==> config.mk <==
export PLATFORM = sky130hd
export DESIGN_NAME = multi_edge_detector
export DESIGN_NICKNAME = d
export VERILOG_FILES = /design/src/rtl/multi_edge_detector.sv
export SDC_FILE = /design/constraint.sdc
export NUM_CORES = 1
export LEC_CHECK = 0
export ABC_AREA = 1
export ABC_CLOCK_PERIOD_IN_PS = 7350
export BUFFER_PORTS_ARGS = -buffer_cell sky130_fd_sc_hd__buf_2
export CORE_ASPECT_RATIO = 2
export CORE_MARGIN = 10
export CORE_UTILIZATION = 40
export CTS_CLUSTER_DIAMETER = 200
export CTS_CLUSTER_SIZE = 16
export DETAILED_ROUTE_END_ITERATION = 16
export GPL_TIMING_DRIVEN = 0
export PLACE_DENSITY = 0.7
export SLEW_MARGIN = 20
export SYNTH_ARGS = -nofsm -noshare
export SYNTH_HDL_FRONTEND = slang
export SYNTH_SLANG_ARGS = --single-unit
==> constraint.sdc <==
create_clock -name clk -period 7.35 [get_ports clk]
set_clock_uncertainty 0.15 [all_clocks]
set_input_delay 1.1025 -clock clk [delete_from_list [all_inputs] [get_ports clk]]
set_output_delay 1.1025 -clock clk [all_outputs]
set_load 0.02 [all_outputs]
==> src/rtl/multi_edge_detector.sv <==
// multi_edge_detector
//   Multi-channel edge detector for raw GPIO/sensor levels. Each channel is
//   synchronised, compared against its previous level, and qualified by a
//   run-time edge mode, a per-channel lockout window and a global warm-up
//   window after reset. Qualified edges produce registered one-cycle pulses,
//   a sticky per-channel flag and a shared saturating event count.
//
// Ports
//   clk         rising-edge clock
//   rst         asynchronous active-high reset
//   in          raw channel levels (WIDTH)
//   mode        00 rising, 01 falling, 10 both, 11 disabled (all channels)
//   clr_sticky  per-channel synchronous clear of sticky
//   cnt_clr     synchronous clear of evt_count
//   evt         one-cycle pulse per qualified edge
//   rise/fall   evt split by edge direction
//   any_evt     OR of evt
//   sticky      evt latched until cleared (set beats clear)
//   evt_count   saturating count of qualified edges

// Per-channel front end: synchroniser, previous-level register, lockout
// counter. Produces the qualified edge strobes for the current cycle; all
// output registers live in the top so the lanes stay purely per-channel.
module multi_edge_lane #(
  parameter int SYNC_STAGES = 2,
  parameter int LOCKOUT     = 1
) (
  input  logic       clk,
  input  logic       rst,
  input  logic       raw,
  input  logic       warm,
  input  logic [1:0] mode,
  output logic       hit_rise,
  output logic       hit_fall
);
  typedef enum logic [1:0] {
    MODE_RISE = 2'b00,
    MODE_FALL = 2'b01,
    MODE_BOTH = 2'b10,
    MODE_OFF  = 2'b11
  } mode_e;

  localparam int LW = (LOCKOUT < 2) ? 1 : $clog2(LOCKOUT + 1);

  logic          s;
  logic          prev;
  logic [LW-1:0] lock;
  mode_e         m;
  logic          want_rise;
  logic          want_fall;
  logic          open;
  logic          diff;

  generate
    if (SYNC_STAGES == 0) begin : g_bypass
      assign s = raw;
    end else begin : g_sync
      logic [SYNC_STAGES-1:0] sync;
      always_ff @(posedge clk or posedge rst) begin
        if (rst) begin
          sync <= '0;
        end else begin
          sync[0] <= raw;
          for (int j = 1; j < SYNC_STAGES; j++) sync[j] <= sync[j-1];
        end
      end
      assign s = sync[SYNC_STAGES-1];
    end
  endgenerate

  always_comb begin
    m         = mode_e'(mode);
    want_rise = (m == MODE_RISE) || (m == MODE_BOTH);
    want_fall = (m == MODE_FALL) || (m == MODE_BOTH);
    diff      = s ^ prev;
    // Edges seen while locked out or warming up are dropped outright.
    open      = warm && (lock == '0);
    hit_rise  = open && diff && s && want_rise;
    hit_fall  = open && diff && !s && want_fall;
  end

  // prev tracks s unconditionally so a dropped edge is never replayed later.
  always_ff @(posedge clk or posedge rst) begin
    if (rst) begin
      prev <= 1'b0;
      lock <= '0;
    end else begin
      prev <= s;
      if (hit_rise || hit_fall) lock <= LW'(LOCKOUT);
      else if (lock != '0)      lock <= lock - LW'(1);
    end
  end
endmodule

module multi_edge_detector #(
  parameter int WIDTH       = 8,
  parameter int SYNC_STAGES = 2,
  parameter int LOCKOUT     = 1,
  parameter int CNT_WIDTH   = 16
) (
  input  logic                 clk,
  input  logic                 rst,
  input  logic [WIDTH-1:0]     in,
  input  logic [1:0]           mode,
  input  logic [WIDTH-1:0]     clr_sticky,
  input  logic                 cnt_clr,
  output logic [WIDTH-1:0]     evt,
  output logic [WIDTH-1:0]     rise,
  output logic [WIDTH-1:0]     fall,
  output logic                 any_evt,
  output logic [WIDTH-1:0]     sticky,
  output logic [CNT_WIDTH-1:0] evt_count
);
  // Warm-up spans the synchroniser fill plus one edge to load prev, so a
  // level that was already high at reset never reads as a rising edge.
  localparam int WARM = SYNC_STAGES + 1;
  localparam int WW   = $clog2(WARM + 1);
  // Popcount width and a sum width wide enough to hold count + popcount
  // without wrapping before the saturation compare.
  localparam int PW   = $clog2(WIDTH + 1);
  localparam int SW   = ((CNT_WIDTH > PW) ? CNT_WIDTH : PW) + 1;
  localparam logic [SW-1:0] CNT_MAX = (SW'(1) << CNT_WIDTH) - SW'(1);

  logic [WW-1:0]        warm_cnt;
  logic                 warm;
  logic [WIDTH-1:0]     rise_next;
  logic [WIDTH-1:0]     fall_next;
  logic [WIDTH-1:0]     evt_next;
  logic [PW-1:0]        pop;
  logic [SW-1:0]        sum;
  logic [CNT_WIDTH-1:0] count_next;

  assign warm = (warm_cnt == WW'(WARM));

  always_ff @(posedge clk or posedge rst) begin
    if (rst)        warm_cnt <= '0;
    else if (!warm) warm_cnt <= warm_cnt + WW'(1);
  end

  generate
    for (genvar i = 0; i < WIDTH; i++) begin : g_lane
      multi_edge_lane #(
        .SYNC_STAGES (SYNC_STAGES),
        .LOCKOUT     (LOCKOUT)
      ) u_lane (
        .clk      (clk),
        .rst      (rst),
        .raw      (in[i]),
        .warm     (warm),
        .mode     (mode),
        .hit_rise (rise_next[i]),
        .hit_fall (fall_next[i])
      );
    end
  endgenerate

  assign evt_next = rise_next | fall_next;

  always_comb begin
    pop = '0;
    for (int i = 0; i < WIDTH; i++) pop = pop + PW'(evt_next[i]);
    // cnt_clr drops the old total but still counts this cycle's events.
    sum = SW'(pop);
    if (!cnt_clr) sum = sum + SW'(evt_count);
    count_next = (sum > CNT_MAX) ? {CNT_WIDTH{1'b1}} : sum[CNT_WIDTH-1:0];
  end

  always_ff @(posedge clk or posedge rst) begin
    if (rst) begin
      evt       <= '0;
      rise      <= '0;
      fall      <= '0;
      any_evt   <= 1'b0;
      sticky    <= '0;
      evt_count <= '0;
    end else begin
      evt       <= evt_next;
      rise      <= rise_next;
      fall      <= fall_next;
      any_evt   <= |evt_next;
      sticky    <= (sticky & ~clr_sticky) | evt_next;
      evt_count <= count_next;
    end
  end
endmodule

**After elaboration in Yosys (flattened, before gate mapping)**

Index checks and enable logic that the tools add are counted.

- Register bits: 83
- Latch bits: 0
- Bits in writable memories: 0
- Memory bits (read-only): 0
- Input bits: 21
- Output and inout port bits: 49
- Word-level logic and storage cells: 158
- Memories: 0

- Add/subtract/negate cells: 17
- Multiply operators: 0
- Div/mod/pow operators: 0
- $lt $le $gt $ge: 1
- Equal/unequal tests: 3
- Shift operators: 0
- Mux-type cells: 18
- Bitwise operators: 20
- Reductions and logical operators: 68

Operator list:

| operator | number |
|---|---|
| $logic_and 1x1->1 | 48 |
| $add 4x16->17 | 1 |
| $gt 17x16->1 const B | 1 |
| $mux 17 | 1 |
| $add 4x1->4 | 4 |
| $mux 1 | 16 |
| $mux 16 | 1 |
| $or 8x8->8 | 2 |
| $logic_or 1x1->1 | 10 |
| $and 8x8->8 | 1 |
| $logic_not 1->1 | 8 |
| $not 1->1 | 8 |
| $not 8->8 | 1 |
| $reduce_or 8->1 | 1 |
| $sub 1x1->1 const B | 8 |
| $xor 1x1->1 | 8 |
| $add 3x1->4 | 1 |
| $eq 2x2->1 const B | 2 |
| $add 2x1->3 | 1 |
| $add 1x1->2 | 1 |
| $add 2x1->2 const B | 1 |
| $eq 2x1->1 const B | 1 |
| $logic_not 2->1 | 1 |

**Logic depth before layout (Yosys ltp)**

Gate-level depths: netlist (run 1).

- Word-level depth: 17
- Gate-level depth with buffers: 27
- Depth with buffers taken out: 26

**Modules after synthesis**

Synthesis (run 1) repeated with hierarchy kept, for this count alone.

- Cells, all modules: 439
- Area total of the unflattened synthesis: 3908.7 µm²

By module, submodules not included:

| module | times used | cells an instance | area an instance (µm²) | seq. area each (µm²) |
|---|---|---|---|---|
| multi_edge_detector | 1 | 255 | 2357.3 | 1276.2 |
| multi_edge_lane | 8 | 23 | 193.9 | 100.1 |

**Least setup slack after synthesis (run 1)**

OpenSTA, ideal clock, no wires.

- Path kind: input -> register
- From: in mode[0]
- To: reg evt_count[3]
- Library setup time: 66 ps
- Arrival: 5308 ps
- Data required time: 7134 ps
- Path slack: 1826 ps
- Stages on the path: 23
- Path buffers: 1
- Cell sequence: inv_1 > ha_1 > nor2_2 > nor2_1 > o21ai_0 > inv_1 > fa_1 > inv_1 > fa_1 > fa_1 > inv_1 > ha_1 > inv_1 > fa_1 > fa_1 > inv_1 > nand3_2 > nand2_2 > nand2_4 > nor2_4 > nand2_4 > buf_6 > nand3_2

- Elaborated cells between the ends (all ways): 33
- Classes of those cells: 8 x add/sub; 1 x order compare; 2 x eq/ne; 2 x mux; 1 x bitwise; 19 x reduce/logical

RTL lines:

| element | RTL line | source |
|---|---|---|
| start: declaration | 104 | `input logic [1:0] mode,` |
| $eq 2x2->1 (tied with other cells) | 73, 74 |  |
| $logic_or 1x1->1, on equally long branches | 73, 74 |  |
| $logic_and 1x1->1, on equally long branches | 78, 79 |  |
| $or 8x8->8 * | 157 | `assign evt_next = rise_next \| fall_next;` |
| named net evt_next[3] | 128 | `logic [WIDTH-1:0] evt_next;` |
| $add 3x1->4 * | 161 | `for (int i = 0; i < WIDTH; i++) pop = pop + PW'(evt_next[i]);` |
| $add 4x1->4 * (4 in a row) | 161 |  |
| $add 4x16->17 | 164 | `if (!cnt_clr) sum = sum + SW'(evt_count);` |
| $mux 17 * | 164 |  |
| $gt 17x16->1 | 165 | `count_next = (sum > CNT_MAX) ? {CNT_WIDTH{1'b1}} : sum[CNT_WIDTH-1:0];` |
| $mux 16 * | 165 |  |
| named net count_next[3] | 131 | `logic [CNT_WIDTH-1:0] count_next;` |
| end signal: assignment | 182 | `evt_count <= count_next;` |
| end: declaration | 112 | `output logic [CNT_WIDTH-1:0] evt_count` |

Mark *: on every way through the listed nets, which the timed path passes. The rest lies on a longest branch.
A chain may end at the register's enable or synchronous reset.

**Worst setup path in the final report (run 1)**

- From: in mode[0]
- To: reg evt_count[4]

Same word-level chain as after synthesis.

==> metrics, run 1 <==
critical path startpoint category input port; fraction of layout instances using a drive strength above 1 approximately a quarter; area taken by flip-flops and latches 1880 um^2; Hold Startpoint g_lane[5].u_lane.g_sync.sync[0]$_DFF_PP0_; RSZ-0062 raised after global routing false; Via density roughly 4.8; VDD IR max 0.122 mV; Synth async-reset ratio 100%; slowest CP cell fa_1; max incr delay on CP 530 ps; I/O Buffers 68; Synth Register Bits 75; ANT nets after route 0; vias post-DR 2544; Unique masters post-synth 30; family with the most delay on the worst path adder cells; hold path depth 0; starting density of the core 41.4%; hpwl dp 6.17 mm; post-synth top area cell dfrtp_1; Crit path top cell by count inv_1; worst slew pin tran 482 ps; CP endpoint kind register; fillers 777; leak pwr 0.00230 uW; number of DRC markers in iteration 0 154; DIE WIDTH 84.3 um; # Post-CTS Setup Buffers 0; syn avg cell area roughly 9.6 um^2; Total Wirelength 7.74 mm; CP required 7470 ps; die area 12500 um^2; r2r worst-path depth 25; Post-route DRC 0; pin count of the biggest net entering global routing 53; PostCTS Resize Cnt 0; CP cell instances buf_2 > inv_1 > ha_1 > nor2_2 > nor2_1 > o21ai_0 > inv_1 > fa_1 > inv_1 > fa_1 > fa_1 > inv_1 > ha_1 > inv_1 > fa_1 > fa_1 > inv_1 > nand3_2 > nand2_2 > nand2_4 > nor2_4 > nand2_4 > buf_6 > nand2_1; Final Critical Period between 5000 and 6000 ps; CTS tree done; Ys Warns 0; Routed WL per cell 14.7 um; Area Overhead vs Synth 24.5%; crit path kind input port to register; first-pass GRT wire length about 13 mm; Clock Sinks 75; Min-Delay Endpoint g_lane[5].u_lane.g_sync.sync[1]$_DFF_PP0_; MaxCap Viol Count 0; Worst-Skew Late Latency 330 ps; GP Congestion 0.857; Synth area leaders dfrtp_1 (57%), nand2_1 (6.9%), inv_1 (6.7%), ha_1 (4.2%), nor2_1 (4.0%); final net count 463; Post-synth EDFFs 0; ANT cells 0; initial antenna violation count 0; GRT Total Usage 13.0%; synthesized area 3310 um^2; status finished clean; Post-Syn Nets 383; clock root cell clkbuf_16; maximum fanout along the worst path 10; CP bufs+invs 8; H-Tree Depth 3; GR Overflow Total 0; Fmax 169 MHz; Final period util 80.3%; Row Count 46; Multi-input gate area about 1100 um^2; r2r endpoint evt_count[4]$_DFF_PP0_; CTS hold repair buffers 0; FF-to-FF Start warm_cnt[0]$_DFFE_PP0P_; # IOs 70; setup ws final about 1400 ps; Slew Viols, Final 0; Yosys top cell area share a little under three fifths; TritonRoute pass-1 iters 5; WP data arrival 6020 ps; Slew HR 67.8%; sequential area share after synthesis 56.7%; R2R Setup Slk 2060 ps; CTS Buf Count 9; clock slew at reported path FFs 60 ps; core area 8000 um^2; CTS max path bufs 2; final setup fails 0; Fin Setup TNS 0 ps; Hold Crit Class register to register; Hold WS 197 ps; Top FF cell, synth dfrtp_1; Post-Syn Instances 346; Hold Vio Cnt, Final 0; Cell Pwr Density 286 nW/um^2; vias in the first global route around 2700; Die Y 149 um; pre-CTS WS between 1000 and 1500 ps
[cell usage after synthesis, types with 2 or more instances]
| master | instances |
|---|---|
| xor2_1 | 3 |
| nor4_1 | 3 |
| nand2_1 | 61 |
| dfrtp_1 | 75 |
| nand3_1 | 24 |
| ha_1 | 11 |
| nand3_2 | 2 |
| nand2_4 | 2 |
| buf_2 | 2 |
| nor3_1 | 8 |
| nand3b_1 | 7 |
| nor2_4 | 2 |
| a21oi_1 | 9 |
| o21ai_0 | 18 |
| fa_1 | 5 |
| nor2_1 | 35 |
| inv_1 | 59 |
| buf_4 | 8 |
[how the worst max path moves through the flow]
stage | slack [ps] | start | cells past startpoint | endpoint
2_1_floorplan | 1830 | mode[0] | 23 | evt_count[3]$_DFF_PP0_
3_3_place_gp | 1130 | mode[0] | 24 | evt_count[13]$_DFF_PP0_
3_5_place_dp | 1040 | mode[0] | 24 | evt_count[4]$_DFF_PP0_
4_1_cts | 1350 | mode[0] | 24 | evt_count[4]$_DFF_PP0_
5_1_grt | 1000 | mode[0] | 25 | evt_count[7]$_DFF_PP0_
6_report | 1450 | mode[0] | 24 | evt_count[4]$_DFF_PP0_
[stage by stage]
stage / utilization, % / total power, uW / instance area (um^2) / std cells
6_report: 51.5 / 1180 / 4120 / 527
5_1_grt: 51.5 / 1250 / 4120 / 527
4_1_cts: 51.5 / 1200 / 4120 / 527
3_5_place_dp: 47.5 / 724 / 3800 / 511
3_3_place_gp: 47.1 / 712 / 3770 / 510
2_1_floorplan: - / 641 / 3310 / 346
[flip-flops by register name, indices dropped and copies added, names as in the netlist]
name,flops
warm_cnt,2
g_lane.u_lane.g_sync.sync,16
evt_count,16
rise,8
sticky,8
evt,8
any_evt,1
fall,8
g_lane.u_lane.prev,8
[logic make-up (layout without fill, tap and decap cells)]
logic type	count (synthesis)	in the layout	synth area share, %
xor gates and xnor gates	4	4	1.06
buffers and inverters	72	157	9.42
and+or+nand+nor	148	148	20.6
AOI/OAI and AO/OA	31	31	4.99
DFF	75	75	56.7
adders and majority gates	16	16	7.19
[cell type report]
cell class / count / share of cell area [%]
multi-input cells: 199 / 27.2
plain buffers: 12 / 2.10
well taps: 96 / 2.92
repair buffers: 69 / 8.93
clock buffers: 10 / 5.56
clock inverters: 6 / 2.19
flip-flops and latches: 75 / 45.6
inverters: 60 / 5.53
[report_power, final]
part / internal [uW] / switching [uW]
Combinational: 91.6 / 154
Clock: 298 / 169
Sequential: 447 / 18.0
[routing by layer]
metal  part of all wire [%]  vias to the layer above  global-route usage [%]  wire length [um]
met5                      0                        -                       0                 0
met4                    2.6                        0                    6.48               203
met3                    5.4                       18                    4.16               420
met2                     58                       65                    24.6              4490
met1                     34                     1225                    11.8              2620
li1                       -                     1236                       -                 -
[cell usage in the layout, fill, tap and decap left out, types with 2 or more instances in the layout]
cell type,instances
clkbuf_16,9
buf_2,70
ha_1,11
inv_1,58
nand2_4,2
nor4_1,3
nand3_2,2
dfrtp_1,75
nor2_4,2
nand3b_1,7
o21ai_0,18
nor3_1,8
buf_4,8
nand2_1,61
nand3_1,24
bufinv_16,2
clkinv_4,2
nor2_1,35
fa_1,5
xor2_1,3
a21oi_1,9
Note: power is estimated with default switching activity, not from simulation.
==> inputs of run 2 (changes only) <==
--- a/config.mk
+++ b/config.mk
@@ -5,8 +5,8 @@
 export SDC_FILE = /design/constraint.sdc
 export NUM_CORES = 1
 export LEC_CHECK = 0
-export ABC_AREA = 1
-export ABC_CLOCK_PERIOD_IN_PS = 7350
+export ABC_AREA = 0
+export ABC_CLOCK_PERIOD_IN_PS = 5200
 export BUFFER_PORTS_ARGS = -buffer_cell sky130_fd_sc_hd__buf_2
 export CORE_ASPECT_RATIO = 2
 export CORE_MARGIN = 10
@@ -15,7 +15,7 @@
 export CTS_CLUSTER_SIZE = 16
 export DETAILED_ROUTE_END_ITERATION = 16
 export GPL_TIMING_DRIVEN = 0
-export PLACE_DENSITY = 0.7
+export PLACE_DENSITY = 0.72
 export SLEW_MARGIN = 20
 export SYNTH_ARGS = -nofsm -noshare
 export SYNTH_HDL_FRONTEND = slang
==> constraint.sdc (replaced) <==
create_clock -name clk -period 5.2 [get_ports clk]
set_clock_uncertainty 0.15 [all_clocks]
set_input_delay 0.78 -clock clk [delete_from_list [all_inputs] [get_ports clk]]
set_output_delay 0.78 -clock clk [all_outputs]
set_load 0.02 [all_outputs]
==> metrics, run 2 <==
status finished clean (unchanged); Hold Crit Class register to register (unchanged); vias in the first global route 2661 (was 2735); hpwl dp 6.07 mm (was 6.17 mm); Synth area leaders dfrtp_1 (56%), ha_1 (4.1%), inv_1 (4.0%), o21ai_0 (3.1%), fa_1 (3.0%) (was dfrtp_1 (57%), nand2_1 (6.9%), inv_1 (6.7%), ha_1 (4.2%), nor2_1 (4.0%)); Hold Vio Cnt, Final 0 (unchanged); starting density of the core 40.7% (was 41.4%); CTS tree done (unchanged); Area Overhead vs Synth 31.2% (was 24.5%); Top FF cell, synth dfrtp_1 (unchanged); FF-to-FF Start warm_cnt[0]$_DFFE_PP0P_ (unchanged); final std cells w/o fill 478 (was 527); Regs by FF count evt_count: 16 flops, g_lane.u_lane.g_sync.sync: 16 flops (unchanged); count leader, synth dfrtp_1 (unchanged); sequential area share after synthesis 55.9% (was 56.7%); crit path to evt_count[7]$_DFF_PP0_ (was evt_count[4]$_DFF_PP0_); fin util 53.5% (was 51.5%); post-synth top area cell dfrtp_1 (unchanged); initial antenna violation count 0 (unchanged); setup ws final 23.5 ps (was 1450 ps); GP Congestion 0.800 (was 0.857); Synth Register Bits 75 (unchanged); Post-synth EDFFs 0 (unchanged); maximum fanout along the worst path 6 (was 10); RSZ-0062 raised after global routing true (was false); GRT Total Usage 12.8% (was 13.0%); ANT cells 0 (unchanged); R2R Setup Slk 110 ps (was 2060 ps); clock root cell clkbuf_16 (unchanged); Synth async-reset ratio 100% (unchanged); final net count 412 (was 463); leak pwr 0.00221 uW (was 0.00230 uW); Ys Warns 0 (unchanged); first-pass GRT wire length 13.0 mm (about the same); Cell Pwr Density 378 nW/um^2 (was 286 nW/um^2); DIE WIDTH 84.8 um (was 84.3 um); critical path startpoint category input port (unchanged); Post-synth top cells dfrtp_1 (75), inv_1 (36), o21ai_0 (21), nand3b_1 (12) (was dfrtp_1 (75), nand2_1 (61), inv_1 (59), nor2_1 (35), nand3_1 (24)); r2r worst-path depth 18 (was 25); die area 12700 um^2 (was 12500 um^2); crit path kind input port to register (unchanged); Row Count 47 (was 46); Hold WS 196 ps (was 197 ps); Unique masters post-synth 47 (was 30); GR Overflow Total 0 (unchanged); Fmax 193 MHz; core area 8230 um^2 (was 8000 um^2); Routed WL per cell 16.9 um (was 14.7 um); fraction of layout instances using a drive strength above 1 38.7% (was 24.8%); pin count of the biggest net entering global routing 46 (was 53); I/O Buffers 69 (was 68); synthesized area 3350 um^2 (was 3310 um^2); Clock Sinks 75 (unchanged); number of DRC markers in iteration 0 134 (was 154); Worst-Skew Late Latency 330 ps (about the same); H-Tree Depth 3 (unchanged); Post-Syn Nets 321 (was 383); final setup fails 0 (unchanged); syn avg cell area 11.8 um^2 (was 9.56 um^2); CP endpoint kind register (unchanged); Final Critical Period 5180 ps; crit path from mode[0] (unchanged); Post-route DRC 0 (unchanged); commonest non-fill, non-tap cell in the layout dfrtp_1 (unchanged); clock slew at reported path FFs 50 ps (was 60 ps); VDD IR max 0.294 mV (was 0.122 mV); Total Wirelength 8.08 mm (was 7.74 mm); cell total after placement 452 (was 511); Post-Syn Instances 284 (was 346); Slew HR 57.9% (was 67.8%); commonest cells after routing, fill and taps aside dfrtp_1 (75), buf_2 (69), inv_1 (29) (was dfrtp_1 (75), buf_2 (70), nand2_1 (61)); CTS Buf Count 9 (unchanged); worst slew pin tran 628 ps (was 482 ps); Die Y 150 um (was 149 um); MaxCap Viol Count 0 (unchanged); Slew Viols, Final 0 (unchanged); vias post-DR 2452 (was 2544); CTS max path bufs 2 (unchanged); fillers 734 (was 777); TritonRoute pass-1 iters 4 (was 5); ANT nets after route 0 (unchanged); Via density 5.13 (was 4.83); pre-CTS WS -691 ps (was 1040 ps); CP required 5320 ps (was 7470 ps); Final period util 99.5%; Yosys top cell area share 55.9% (was 56.7%); # IOs 70 (unchanged); WP data arrival 5290 ps (was 6020 ps); r2r endpoint evt_count[7]$_DFF_PP0_ (was evt_count[4]$_DFF_PP0_)
==> run 2: repair_timing <==
item / 4_1_cts / 5_1_grt
cloned: 0 / 1
hold buffers: 0 / 0
pin swaps: 7 / 16
setup endpoints to repair: 16 / 15
gates resized for setup: 7 / 20
setup buffers: 6 / 4
==> run 2: cell type report <==
cell class / count / area (um^2) / share of cell area [%]
multi-input cells: 160 / 1380 / 31.3
clock buffers: 12 / 256 / 5.83
repair buffers: 81 / 493 / 11.2
flip-flops and latches: 75 / 1880 / 42.6
clock inverters: 4 / 25.0 / 0.569
inverters: 36 / 158 / 3.58
well taps: 98 / 123 / 2.79
plain buffers: 12 / 93.8 / 2.13
==> run 2: per-stage QoR <==
stage	TNS, ps	power, uW	cell area (um^2)
CTS	0	1640	4270
global placement	-9630	1020	3880
finish	0	1660	4400
detailed placement	-9940	1040	3910
global route	-1480	1750	4400
floorplan	-412	924	3410
==> run 2: critical path: stages <==
cell       delay [ps]
buf_8             100
inv_8              50
ha_4              220
nand3b_1          110
o21ai_2            60
nand3b_1          160
inv_2              70
fa_1              550
inv_2              40
fa_1              570
fa_1              430
inv_1              70
ha_2              180
inv_2              40
fa_2              490
fa_2              360
nand2b_4          160
a211oi_4          360
nand4_4           210
clkbuf_16         210
nand3_2            50
==> run 2: cell families (layout without fill, tap and decap cells) <==
group	after synthesis	after routing	share of synthesized area [%]
fa+ha+maj	16	16	7.09
mux	7	7	2.13
simple gates	83	83	16.3
compound gates	46	46	9.81
flops	75	75	55.9
buf+inv	49	145	6.64
xor+xnor	8	8	2.09
==> run 2: how the worst min path moves through the flow <==
stage | start | endpoint | slack [ps] | depth (start not counted)
final | g_lane[1].u_lane.g_sync.sync[0]$_DFF_PP0_ | g_lane[1].u_lane.g_sync.sync[1]$_DFF_PP0_ | 200 | 0
after detailed placement | g_lane[1].u_lane.g_sync.sync[0]$_DFF_PP0_ | g_lane[1].u_lane.g_sync.sync[1]$_DFF_PP0_ | 180 | 0
after global routing | g_lane[6].u_lane.g_sync.sync[0]$_DFF_PP0_ | g_lane[6].u_lane.g_sync.sync[1]$_DFF_PP0_ | 200 | 0
after floorplan | g_lane[0].u_lane.g_sync.sync[0]$_DFF_PP0_ | g_lane[0].u_lane.g_sync.sync[1]$_DFF_PP0_ | 180 | 0
after global placement | g_lane[0].u_lane.g_sync.sync[0]$_DFF_PP0_ | g_lane[0].u_lane.g_sync.sync[1]$_DFF_PP0_ | 180 | 0
after CTS | g_lane[3].u_lane.g_sync.sync[0]$_DFF_PP0_ | g_lane[3].u_lane.g_sync.sync[1]$_DFF_PP0_ | 200 | 0
==> run 2: routing by layer <==
layer / track usage (%) / part of all wire (%) / up-vias
met4: 6.29 / 2.4 / 0
met1: 11.7 / 34 / 1221
met2: 24.4 / 58 / 60
met3: 3.86 / 5.5 / 18
li1: - / - / 1153
met5: 0 / 0 / -
==> run 2: power breakdown <==
part	switching [uW]	internal [uW]	total, uW
Clock	229	347	576
Combinational	243	183	426
Sequential	30.7	631	661
Total	503	1160	1660
==> inputs of run 3 (changes only) <==
--- a/config.mk
+++ b/config.mk
@@ -8,7 +8,6 @@
 export ABC_AREA = 0
 export ABC_CLOCK_PERIOD_IN_PS = 5200
 export BUFFER_PORTS_ARGS = -buffer_cell sky130_fd_sc_hd__buf_2
-export CORE_ASPECT_RATIO = 2
 export CORE_MARGIN = 10
 export CORE_UTILIZATION = 40
 export CTS_CLUSTER_DIAMETER = 200
==> metrics, run 3 (synthesis gave the netlist of run 2 again) <==
status finished clean (unchanged); VDD IR max 0.170 mV (was 0.294 mV); Slew HR 59.9% (was 57.9%); r2r worst-path depth 19 (was 18); crit path to evt_count[10]$_DFF_PP0_ (was evt_count[7]$_DFF_PP0_); Worst-Skew Late Latency 350 ps (was 330 ps); Total Power 1660 uW (about the same); Hold Crit Class register to register (unchanged); vias post-DR 2386 (was 2452); Slew Viols, Final 0 (unchanged); FF-to-FF Start warm_cnt[0]$_DFFE_PP0P_ (unchanged); Clock Sinks 75 (unchanged); MaxCap Viol Count 0 (unchanged); crit path kind input port to register (unchanged); hpwl dp 5.51 mm (was 6.07 mm); Final period util 96.5% (was 99.5%); core area 8180 um^2 (was 8230 um^2); WP data arrival 5110 ps (was 5290 ps); vias in the first global route 2522 (was 2661); initial antenna violation count 0 (unchanged); # IOs 70 (unchanged); first-pass GRT wire length 12.4 mm (was 13.0 mm); DIE WIDTH 112 um (was 84.8 um); H-Tree Depth 3 (unchanged); Regs by FF count evt_count: 16 flops, g_lane.u_lane.g_sync.sync: 16 flops (unchanged); final setup fails 0 (unchanged); CP endpoint kind register (unchanged); CTS tree done (unchanged); CTS max path bufs 2 (unchanged); Total Wirelength 7.57 mm (was 8.08 mm); clock slew at reported path FFs 80 ps (was 50 ps); Die Y 112 um (was 150 um); Cell Pwr Density 379 nW/um^2 (was 378 nW/um^2); Via density 4.92 (was 5.13); leak pwr 0.00220 uW (was 0.00221 uW); Post-route DRC 0 (unchanged); ANT cells 0 (unchanged); Area Overhead vs Synth 30.4% (was 31.2%); commonest cells after routing, fill and taps aside dfrtp_1 (75), buf_2 (68), inv_1 (29) (was dfrtp_1 (75), buf_2 (69), inv_1 (29)); GR Overflow Total 0 (unchanged); pin count of the biggest net entering global routing 51 (was 46); Final Critical Period 5020 ps (was 5180 ps); CP required 5300 ps (was 5320 ps); maximum fanout along the worst path 5 (was 6); Row Count 33 (was 47); Hold Vio Cnt, Final 0 (unchanged); CTS Buf Count 9 (unchanged); GRT Total Usage 12.1% (was 12.8%); worst slew pin tran 597 ps (was 628 ps); Fmax 199 MHz (was 193 MHz); GP Congestion 0.786 (was 0.800); critical path startpoint category input port (unchanged); final net count 413 (was 412); Hold Startpoint g_lane[5].u_lane.g_sync.sync[0]$_DFF_PP0_ (was g_lane[1].u_lane.g_sync.sync[0]$_DFF_PP0_); crit path from mode[1] (was mode[0]); I/O Buffers 69 (unchanged); R2R Setup Slk 230 ps (was 110 ps); CTS hold repair buffers 0 (unchanged); TritonRoute pass-1 iters 4 (unchanged); Routed WL per cell 15.6 um (was 16.9 um); ANT nets after route 0 (unchanged); number of DRC markers in iteration 0 56 (was 134); r2r endpoint evt_count[10]$_DFF_PP0_ (was evt_count[7]$_DFF_PP0_); die area 12400 um^2 (was 12700 um^2); fraction of layout instances using a drive strength above 1 38.9% (was 38.7%); commonest non-fill, non-tap cell in the layout dfrtp_1 (unchanged); clock root cell clkbuf_8 (was clkbuf_16); fin util 53.5% (about the same); starting density of the core 41.0% (was 40.7%)
run 3: stage by stage:
stage	std cells	instance area, um^2	hold WS, ps	setup TNS (ps)	setup slack, ps
6_report	485	4380	202	0	183
2_1_floorplan	284	3410	181	-412	-60.1
3_5_place_dp	459	3920	185	-9670	-682
5_1_grt	485	4380	214	-6.96	-5.21
4_1_cts	483	4300	203	-72.6	-23.5
3_3_place_gp	458	3890	184	-8750	-623
run 3: cell type report:
class,count,area (um^2)
Buffer,12,88.8
Clock buffer,9,124
Clock inverter,6,138
Fill cell,720,3800
Inverter,36,153
Multi-Input combinational cell,160,1360
Sequential cell,75,1880
Tap cell,105,131
Timing Repair Buffer,82,503
run 3: critical path: stages:
cell	delay (ps)
buf_8	110
inv_12	30
ha_4	150
nor2_4	170
o21ai_1	80
nand3b_1	150
inv_2	70
fa_1	540
inv_1	50
fa_1	500
fa_1	420
inv_2	80
ha_4	130
inv_2	40
fa_2	500
fa_2	370
nand2b_4	180
a211oi_4	320
buf_6	160
buf_4	100
a211o_2	120
nand3_2	60
run 3: how the worst min path moves through the flow:
stage	to	slack (ps)	cells past startpoint
floorplan	g_lane[0].u_lane.g_sync.sync[1]$_DFF_PP0_	180	0
global placement	g_lane[2].u_lane.g_sync.sync[1]$_DFF_PP0_	180	0
detailed placement	g_lane[4].u_lane.g_sync.sync[1]$_DFF_PP0_	180	0
CTS	g_lane[4].u_lane.g_sync.sync[1]$_DFF_PP0_	200	0
global route	g_lane[6].u_lane.g_sync.sync[1]$_DFF_PP0_	210	0
finish	g_lane[5].u_lane.g_sync.sync[1]$_DFF_PP0_	200	0
run 3: repair_timing:
action                     4_1_cts  5_1_grt
pin swaps                        8       12
setup endpoints to repair       16       16
cloned                           1        0
setup buffers                    8        3
resized for setup                8       15
run 3: metal layers:
layer	share of wire [%]	up-vias	global-route usage, %
met1	45	1168	14.7
met4	1.7	0	4.88
met3	5.8	11	3.81
met2	48	56	19.5
met5	0	-	0
li1	-	1151	-
run 3: power by group:
group / switching [uW] / internal (uW)
Sequential: 28.3 / 629
Clock: 222 / 367
Combinational: 236 / 175
